**src/rtl/apb_arbiter_if.sv**
```systemverilog
// -----------------------------------------------------------------------------
// apb_arbiter_if
//   Bundles the requester handshakes and the APB slave signals of
//   apb_arbiter. Signal names match the original flat port list.
//
//   Requester side : req0/req1, we0/we1, addr0/addr1, wdata0/wdata1  (in)
//                    ack0/ack1, err, rdata                           (out)
//   APB side       : paddr, pwrite, psel, penable, pwdata            (out)
//                    valid, prdata                                   (in)
//
//   modport master : view taken by the arbiter
//   modport slave  : opposite view (requesters + APB memory slave)
// -----------------------------------------------------------------------------
interface apb_arbiter_if #(
   parameter int ADDR_W = 32,
   parameter int DATA_W = 32
);
   // requester port 0 (instruction fetch) and port 1 (load/store)
   logic              req0;
   logic              req1;
   logic              we0;
   logic              we1;
   logic [ADDR_W-1:0] addr0;
   logic [ADDR_W-1:0] addr1;
   logic [DATA_W-1:0] wdata0;
   logic [DATA_W-1:0] wdata1;
   logic              ack0;
   logic              ack1;
   logic              err;
   logic [DATA_W-1:0] rdata;

   // APB towards the memory slave
   logic [ADDR_W-1:0] paddr;
   logic              pwrite;
   logic              psel;
   logic              penable;
   logic [DATA_W-1:0] pwdata;
   logic              valid;
   logic [DATA_W-1:0] prdata;

   modport master (
      input  req0, req1, we0, we1, addr0, addr1, wdata0, wdata1,
      input  valid, prdata,
      output ack0, ack1, err, rdata,
      output paddr, pwrite, psel, penable, pwdata
   );

   modport slave (
      output req0, req1, we0, we1, addr0, addr1, wdata0, wdata1,
      output valid, prdata,
      input  ack0, ack1, err, rdata,
      input  paddr, pwrite, psel, penable, pwdata
   );
endinterface

```
**src/rtl/apb_arbiter.sv**
```systemverilog
// -----------------------------------------------------------------------------
// apb_arbiter
//   Two-port APB master sharing one APB memory slave between the
//   instruction-fetch port (port 0) and the load/store port (port 1).
//   Each port issues a req/ack transfer; the winner is registered onto the
//   APB bus, SETUP/ACCESS are sequenced, reads wait in RDWAIT for the
//   slave's valid and give up after TIMEOUT cycles with err=1, rdata='1.
//
//   Ports:
//     clk  - clock, all logic on posedge
//     rst  - asynchronous, active-high reset
//     bus  - apb_arbiter_if.master (requester handshakes + APB signals)
//
//   Parameters:
//     ADDR_W  - address width
//     DATA_W  - data width
//     TIMEOUT - max cycles in RDWAIT before an error ack (1..15)
//
//   Build option:
//     APB_ARB_RR_EN - defined: round-robin between the two ports on a tie.
//                     undefined: fixed priority, port 1 beats port 0.
// -----------------------------------------------------------------------------
module apb_arbiter #(
   parameter int          ADDR_W  = 32,
   parameter int          DATA_W  = 32,
   parameter int unsigned TIMEOUT = 4
) (
   input  logic          clk,
   input  logic          rst,
   apb_arbiter_if.master bus
);

   typedef enum logic [1:0] {
      IDLE   = 2'd0,
      SETUP  = 2'd1,
      ACCESS = 2'd2,
      RDWAIT = 2'd3
   } state_t;

   state_t            state_q;
   state_t            state_d;

   logic              grant_q;     // port currently being served
   logic [3:0]        cnt_q;       // RDWAIT cycles spent without valid

   logic              ack0_q;
   logic              ack1_q;
   logic              err_q;
   logic [DATA_W-1:0] rdata_q;
   logic [ADDR_W-1:0] paddr_q;
   logic              pwrite_q;
   logic [DATA_W-1:0] pwdata_q;

   logic              psel_c;
   logic              penable_c;

   logic              elig0;
   logic              elig1;
   logic              win;         // 0 = port 0, 1 = port 1
   logic              start;
   logic              timeout_hit;

   // A port whose ack is high this cycle sits out one cycle, so a held req
   // is only seen as a new request from the following cycle.
   assign elig0 = bus.req0 & ~ack0_q;
   assign elig1 = bus.req1 & ~ack1_q;
   assign start = (state_q == IDLE) & (elig0 | elig1);

   // Counter is compared one short of TIMEOUT because the ack is registered:
   // the last RDWAIT cycle is the one in which the counter reads TIMEOUT-1.
   assign timeout_hit = (cnt_q == 4'(TIMEOUT - 1));

`ifdef APB_ARB_RR_EN
   logic last_q;                   // port granted most recently

   always_comb begin
      if (elig0 & elig1) begin
         win = ~last_q;
      end else begin
         win = elig1;
      end
   end

   always_ff @(posedge clk or posedge rst) begin
      if (rst) begin
         last_q <= 1'b1;
      end else if (start) begin
         last_q <= win;
      end
   end
`else
   // Fixed priority: port 1 wins whenever it is eligible.
   always_comb begin
      win = elig1;
   end
`endif

   // ---------------------------------------------------------------------
   // FSM: state register
   // ---------------------------------------------------------------------
   always_ff @(posedge clk or posedge rst) begin
      if (rst) begin
         state_q <= IDLE;
      end else begin
         state_q <= state_d;
      end
   end

   // ---------------------------------------------------------------------
   // FSM: next state and APB strobes. Strobes decode straight from the
   // state so an asynchronous reset drops them immediately.
   // ---------------------------------------------------------------------
   always_comb begin
      state_d   = state_q;
      psel_c    = 1'b0;
      penable_c = 1'b0;
      case (state_q)
         IDLE: begin
            if (start) begin
               state_d = SETUP;
            end
         end
         SETUP: begin
            psel_c  = 1'b1;
            state_d = ACCESS;
         end
         ACCESS: begin
            psel_c    = 1'b1;
            penable_c = 1'b1;
            state_d   = pwrite_q ? IDLE : RDWAIT;
         end
         RDWAIT: begin
            if (bus.valid || timeout_hit) begin
               state_d = IDLE;
            end
         end
         default: begin
            state_d = IDLE;
         end
      endcase
   end

   // ---------------------------------------------------------------------
   // Datapath: grant capture, timeout counter, ack/err/rdata generation
   // ---------------------------------------------------------------------
   always_ff @(posedge clk or posedge rst) begin
      if (rst) begin
         grant_q  <= 1'b0;
         cnt_q    <= '0;
         ack0_q   <= 1'b0;
         ack1_q   <= 1'b0;
         err_q    <= 1'b0;
         rdata_q  <= '0;
         paddr_q  <= '0;
         pwrite_q <= 1'b0;
         pwdata_q <= '0;
      end else begin
         ack0_q <= 1'b0;
         ack1_q <= 1'b0;
         err_q  <= 1'b0;

         if (start) begin
            grant_q  <= win;
            pwrite_q <= win ? bus.we1    : bus.we0;
            paddr_q  <= win ? bus.addr1  : bus.addr0;
            pwdata_q <= win ? bus.wdata1 : bus.wdata0;
         end

         case (state_q)
            ACCESS: begin
               if (pwrite_q) begin
                  ack0_q <= ~grant_q;
                  ack1_q <= grant_q;
               end else begin
                  cnt_q <= '0;
               end
            end
            RDWAIT: begin
               if (bus.valid) begin
                  rdata_q <= bus.prdata;
                  ack0_q  <= ~grant_q;
                  ack1_q  <= grant_q;
               end else if (timeout_hit) begin
                  rdata_q <= '1;
                  err_q   <= 1'b1;
                  ack0_q  <= ~grant_q;
                  ack1_q  <= grant_q;
               end else begin
                  cnt_q <= cnt_q + 4'd1;
               end
            end
            default: begin
            end
         endcase
      end
   end

   assign bus.ack0    = ack0_q;
   assign bus.ack1    = ack1_q;
   assign bus.err     = err_q;
   assign bus.rdata   = rdata_q;
   assign bus.paddr   = paddr_q;
   assign bus.pwrite  = pwrite_q;
   assign bus.pwdata  = pwdata_q;
   assign bus.psel    = psel_c;
   assign bus.penable = penable_c;

endmodule

```
**src/flat_wrapper.sv**
```systemverilog
// flat-port wrapper written by rule: the top's interface ports become plain ports
module apb_arbiter_flat 
#(
   parameter int          ADDR_W  = 32,
   parameter int          DATA_W  = 32,
   parameter int unsigned TIMEOUT = 4
)
  (clk, rst, bus_req0, bus_req1, bus_we0, bus_we1, bus_addr0, bus_addr1, bus_wdata0, bus_wdata1, bus_valid, bus_prdata, bus_ack0, bus_ack1, bus_err, bus_rdata, bus_paddr, bus_pwrite, bus_psel, bus_penable, bus_pwdata);
  apb_arbiter_if #(.ADDR_W(ADDR_W), .DATA_W(DATA_W)) bus_i ();
  input  logic clk;
  input  logic rst;
  input wire logic [$bits(bus_i.req0)-1:0] bus_req0;
  input wire logic [$bits(bus_i.req1)-1:0] bus_req1;
  input wire logic [$bits(bus_i.we0)-1:0] bus_we0;
  input wire logic [$bits(bus_i.we1)-1:0] bus_we1;
  input wire logic [$bits(bus_i.addr0)-1:0] bus_addr0;
  input wire logic [$bits(bus_i.addr1)-1:0] bus_addr1;
  input wire logic [$bits(bus_i.wdata0)-1:0] bus_wdata0;
  input wire logic [$bits(bus_i.wdata1)-1:0] bus_wdata1;
  input wire logic [$bits(bus_i.valid)-1:0] bus_valid;
  input wire logic [$bits(bus_i.prdata)-1:0] bus_prdata;
  output wire logic [$bits(bus_i.ack0)-1:0] bus_ack0;
  output wire logic [$bits(bus_i.ack1)-1:0] bus_ack1;
  output wire logic [$bits(bus_i.err)-1:0] bus_err;
  output wire logic [$bits(bus_i.rdata)-1:0] bus_rdata;
  output wire logic [$bits(bus_i.paddr)-1:0] bus_paddr;
  output wire logic [$bits(bus_i.pwrite)-1:0] bus_pwrite;
  output wire logic [$bits(bus_i.psel)-1:0] bus_psel;
  output wire logic [$bits(bus_i.penable)-1:0] bus_penable;
  output wire logic [$bits(bus_i.pwdata)-1:0] bus_pwdata;
  assign bus_i.req0 = bus_req0;
  assign bus_i.req1 = bus_req1;
  assign bus_i.we0 = bus_we0;
  assign bus_i.we1 = bus_we1;
  assign bus_i.addr0 = bus_addr0;
  assign bus_i.addr1 = bus_addr1;
  assign bus_i.wdata0 = bus_wdata0;
  assign bus_i.wdata1 = bus_wdata1;
  assign bus_i.valid = bus_valid;
  assign bus_i.prdata = bus_prdata;
  assign bus_ack0 = bus_i.ack0;
  assign bus_ack1 = bus_i.ack1;
  assign bus_err = bus_i.err;
  assign bus_rdata = bus_i.rdata;
  assign bus_paddr = bus_i.paddr;
  assign bus_pwrite = bus_i.pwrite;
  assign bus_psel = bus_i.psel;
  assign bus_penable = bus_i.penable;
  assign bus_pwdata = bus_i.pwdata;
  apb_arbiter #(.ADDR_W(ADDR_W), .DATA_W(DATA_W), .TIMEOUT(TIMEOUT)) u_core (.clk(clk), .rst(rst), .bus(bus_i));
endmodule
```
**config.mk**
```make
export PLATFORM = sky130hd
export DESIGN_NAME = apb_arbiter_flat
export DESIGN_NICKNAME = d
export VERILOG_FILES = /design/src/rtl/apb_arbiter_if.sv /design/src/rtl/apb_arbiter.sv /design/src/flat_wrapper.sv
export SDC_FILE = /design/constraint.sdc
export NUM_CORES = 1
export LEC_CHECK = 0
export ABC_AREA = 1
export BUFFER_PORTS_ARGS = -buffer_cell sky130_fd_sc_hd__buf_2
export CAP_MARGIN = 20
export CORE_MARGIN = 5
export CORE_UTILIZATION = 47
export CTS_BUF_LIST = sky130_fd_sc_hd__clkbuf_8
export DETAILED_ROUTE_END_ITERATION = 7
export HOLD_SLACK_MARGIN = 0.12
export PLACE_DENSITY_LB_ADDON = 0.1
export SYNTH_ARGS = -nofsm -noshare
export SYNTH_HDL_FRONTEND = slang
export SYNTH_SLANG_ARGS = --single-unit
```
**constraint.sdc**
```tcl
create_clock -name clk -period 4.25 [get_ports clk]
set_clock_uncertainty 0.15 [all_clocks]
set_input_delay 0.425 -clock clk [delete_from_list [all_inputs] [get_ports clk]]
set_output_delay 0.425 -clock clk [all_outputs]
set_load 0.02 [all_outputs]
```
==> run_results.csv <==
group,metric,value,unit
run_status,status,"finished clean",
power_and_ir_drop,p_switching,2100,uW
synthesis,synth_cell_types,19,
routing,vias,5339,
synthesis,seq_area_frac_synth,0.512,
finish,area_growth,30.0,%
synthesis,synth_fp_nets,874,
worst_hold_path,hold_class,"primary input to flip-flop",
clocking,cts_sinks,107,
die,io_pins,269,
critical_path,cp_data_required_time,4.36,ns
critical_path,reg2reg_slack,1.98,ns
global_routing,grt_usage,0.229,
clocking,cts_hold_buf,1,
sta,rsz0062_at_grt,"false",
clocking,cts_setup_buffers,0,
synthesis,ys_ff_latch,107,
sta,finalSetupViolations,0,
synthesis,ys_warn_count,0,
sta,drv_slew,0,
routing,drc,0,
clocking,cts_resized,0,
critical_path,worstSetupEndpointType,"flip-flop",
global_routing,grt_pass1_wl,24300,um
clocking,cts_root_buffer,"clkbuf_8",
routing,wl_per_cell,14.3,um
clocking,cts_tree,"yes",
clocking,clk_path_buf_depth,2,
sta,min_period,2.27,ns
finish,drive_gt1_frac,0.314,
die,die_y,116,um
critical_path,criticalPathCategory,"flip-flop to flip-flop",
power_and_ir_drop,p_int,2420,uW
power_and_ir_drop,p_clk_frac,0.123,
critical_path,crit_start,"u_core.state_q[1]$_DFFE_PP0P_",
finish,nets,1117,
power_and_ir_drop,vdd_drop_max,0.000324,V
placed_design,place_congestion,0.827,
synthesis,synthCells,702,
die,die_x,116,um
clocking,clk_latency,0.36,ns
power_and_ir_drop,powerDensity,664,mW/mm2
routing,viasPerCell,4.90,
clocking,cts.htree.levels,3,
job,cap_violations,0,
die,dieArea,0.0133,mm2
clocking,clkTransAtPathRegs,0.10,ns
sta,worstMarginPinSlew,0.705,ns
synthesis,synth_top_area_cell,"dfrtp_1",
power_and_ir_drop,switching_share,0.464,
placed_design,dp_hpwl,11300,um
worst_hold_path,holdCritStartpoint,"bus_prdata[9]",
global_routing,grt_pass1_vias,5051,
power_and_ir_drop,seqPwrFrac,0.381,
routing,routed_wl,15600,um
critical_path,rr_startpoint,"u_core.state_q[1]$_DFFE_PP0P_",
critical_path,cpPeakStageDelay,0.58,ns
die,initial_core_util,0.480,
sta,max_freq,441,MHz
routing,antenna_left,0,
critical_path,crit_path_top_delay_cell,"nand3_2",
placed_design,placed_area,0.00654,mm2
synthesis,synth_top_area_share,0.512,
synthesis,syn_avg_cell_area,7.45,um2
finish,final_common_cell,"nand2_1",
sta,fin_hold_ws,0.173,ns
finish,fill_cells,1035,
global_routing,grt_max_degree,81,
global_routing,overflow,0,
critical_path,cp_max_fo,35,
critical_path,cp_cell_sequence,"ha_1 > nand3_2 > nand2_1 > nand2_1 > o21ai_0",
die,rows,38,
finish,fin_area,0.00680,mm2
clocking,cts_buffers,9,
finish,most-common-layout-cells,"nand2_1, buf_2, dfrtp_1, nand3_1, inv_1",
critical_path,crit_top_cell,"nand2_1",
sta,slew_headroom,0.530,
power_and_ir_drop,p_leak,0.00417,uW
finish,insertedDiodeCount,0,
power_and_ir_drop,p_comb_frac,0.496,
routing,firstDrtPassIters,5,
critical_path,cp.arrival,2.37,ns
sta,hold_viol,0,
global_routing,grt_antenna_before_repair,0,
synthesis,netlist_area,0.00523,mm2
die,core,0.0109,mm2
sta,setup-tns-final,0,ns
routing,detail_route.iter0.violations,357,
synthesis,synth_area_leaders,"dfrtp_1, nand2_1, nand3_1, a31oi_1, inv_1",
sta,period_share,0.534,
critical_path,start_kind,"flip-flop",
placed_design,port_buffers,268,
==> cell families after synthesis <==
| family | Yosys count | share of synthesized area |
|---|---|---|
| fa+ha+maj | 5 | 0.0120 |
| compound gates | 41 | 0.0469 |
| xor+xnor | 1 | 0.00167 |
| simple gates | 458 | 0.348 |
| flops | 107 | 0.512 |
| buf+inv | 90 | 0.0799 |
==> synth_stat cells <==
cell type and count:
ha_1 5, or2_2 1, nand2_1 347, clkbuf_1 5
buf_6 1, inv_1 43, a21oi_1 1, nand3_2 1
xor2_1 1, a31oi_1 32, buf_1 2, o21ai_0 8
inv_2 1, nand3_1 71, nand4_1 1, buf_4 10
dfrtp_1 107, nor2_1 37, buf_2 28
==> cell type report <==
type                       instances  area [um2]  area share
sequential                       107        2680       0.394
clock inverter                     6        33.8     0.00497
tap                              140         175      0.0258
inverter                          44         168      0.0247
multi-input combinational        505        2140       0.315
clock buffer                      10         138      0.0202
timing repair buffer             278        1470       0.216
==> power by group through the flow <==
stage                     Clock (uW)  Combinational [uW]  Sequential (uW)
after floorplan                    0                 975             2240
after global placement             0                2200             1720
after detailed placement           0                2250             1730
after CTS                        575                2250             1720
after global routing             621                2480             1770
final                            556                2240             1720
==> stage by stage <==
stage                     setup WS (ns)  total power (uW)  utilization  instances
final                              1.98              4520        0.625       1090
after global routing               1.80              4870        0.625       1090
after CTS                          1.81              4550        0.618       1086
after detailed placement           1.84              3980        0.601       1069
after global placement             1.93              3910        0.601       1069
after floorplan                   0.858              3210            -        702
==> registers in the layout (all words and copies together), names as in the netlist <==
name / count
u_core.bus.paddr: 32
u_core.bus.pwdata: 32
u_core.bus.rdata: 32
u_core.cnt_q: 4
u_core.state_q: 2
u_core.bus.ack0: 1
u_core.bus.ack1: 1
u_core.bus.err: 1
u_core.bus.pwrite: 1
u_core.grant_q: 1
==> routing by layer <==
layer / GRT usage / share of wire / vias up
met3: 0.0496 / 0.095 / 15
met4: 0.0673 / 0.013 / 0
met2: 0.376 / 0.49 / 237
met1: 0.307 / 0.40 / 2428
met5: 0 / 0 / -
li1: - / - / 2659
==> worst max-delay path, delay by kind of cell, from the launching register on <==
family                     cells  cell delay (ns)
AOI/OAI and AO/OA              1             0.11
adders and majority gates      1             0.34
DFF                            1             0.44
and+or+nand+nor                3             1.13
==> worst paths after layout <==
check / end / depth (start not counted)
min reg2reg: u_core.bus.pwdata[30]$_DFFE_PP0P_ / 2
max reg2reg: u_core.cnt_q[0]$_DFFE_PP0P_ / 5
min: u_core.bus.rdata[9]$_DFFE_PP0P_ / 3
max: u_core.cnt_q[0]$_DFFE_PP0P_ / 5
max in group asynchronous: u_core.bus.pwdata[5]$_DFFE_PP0P_ / 5
min in group asynchronous: u_core.bus.err$_DFF_PP0_ / 3
Note: power is estimated with default switching activity, not from simulation.
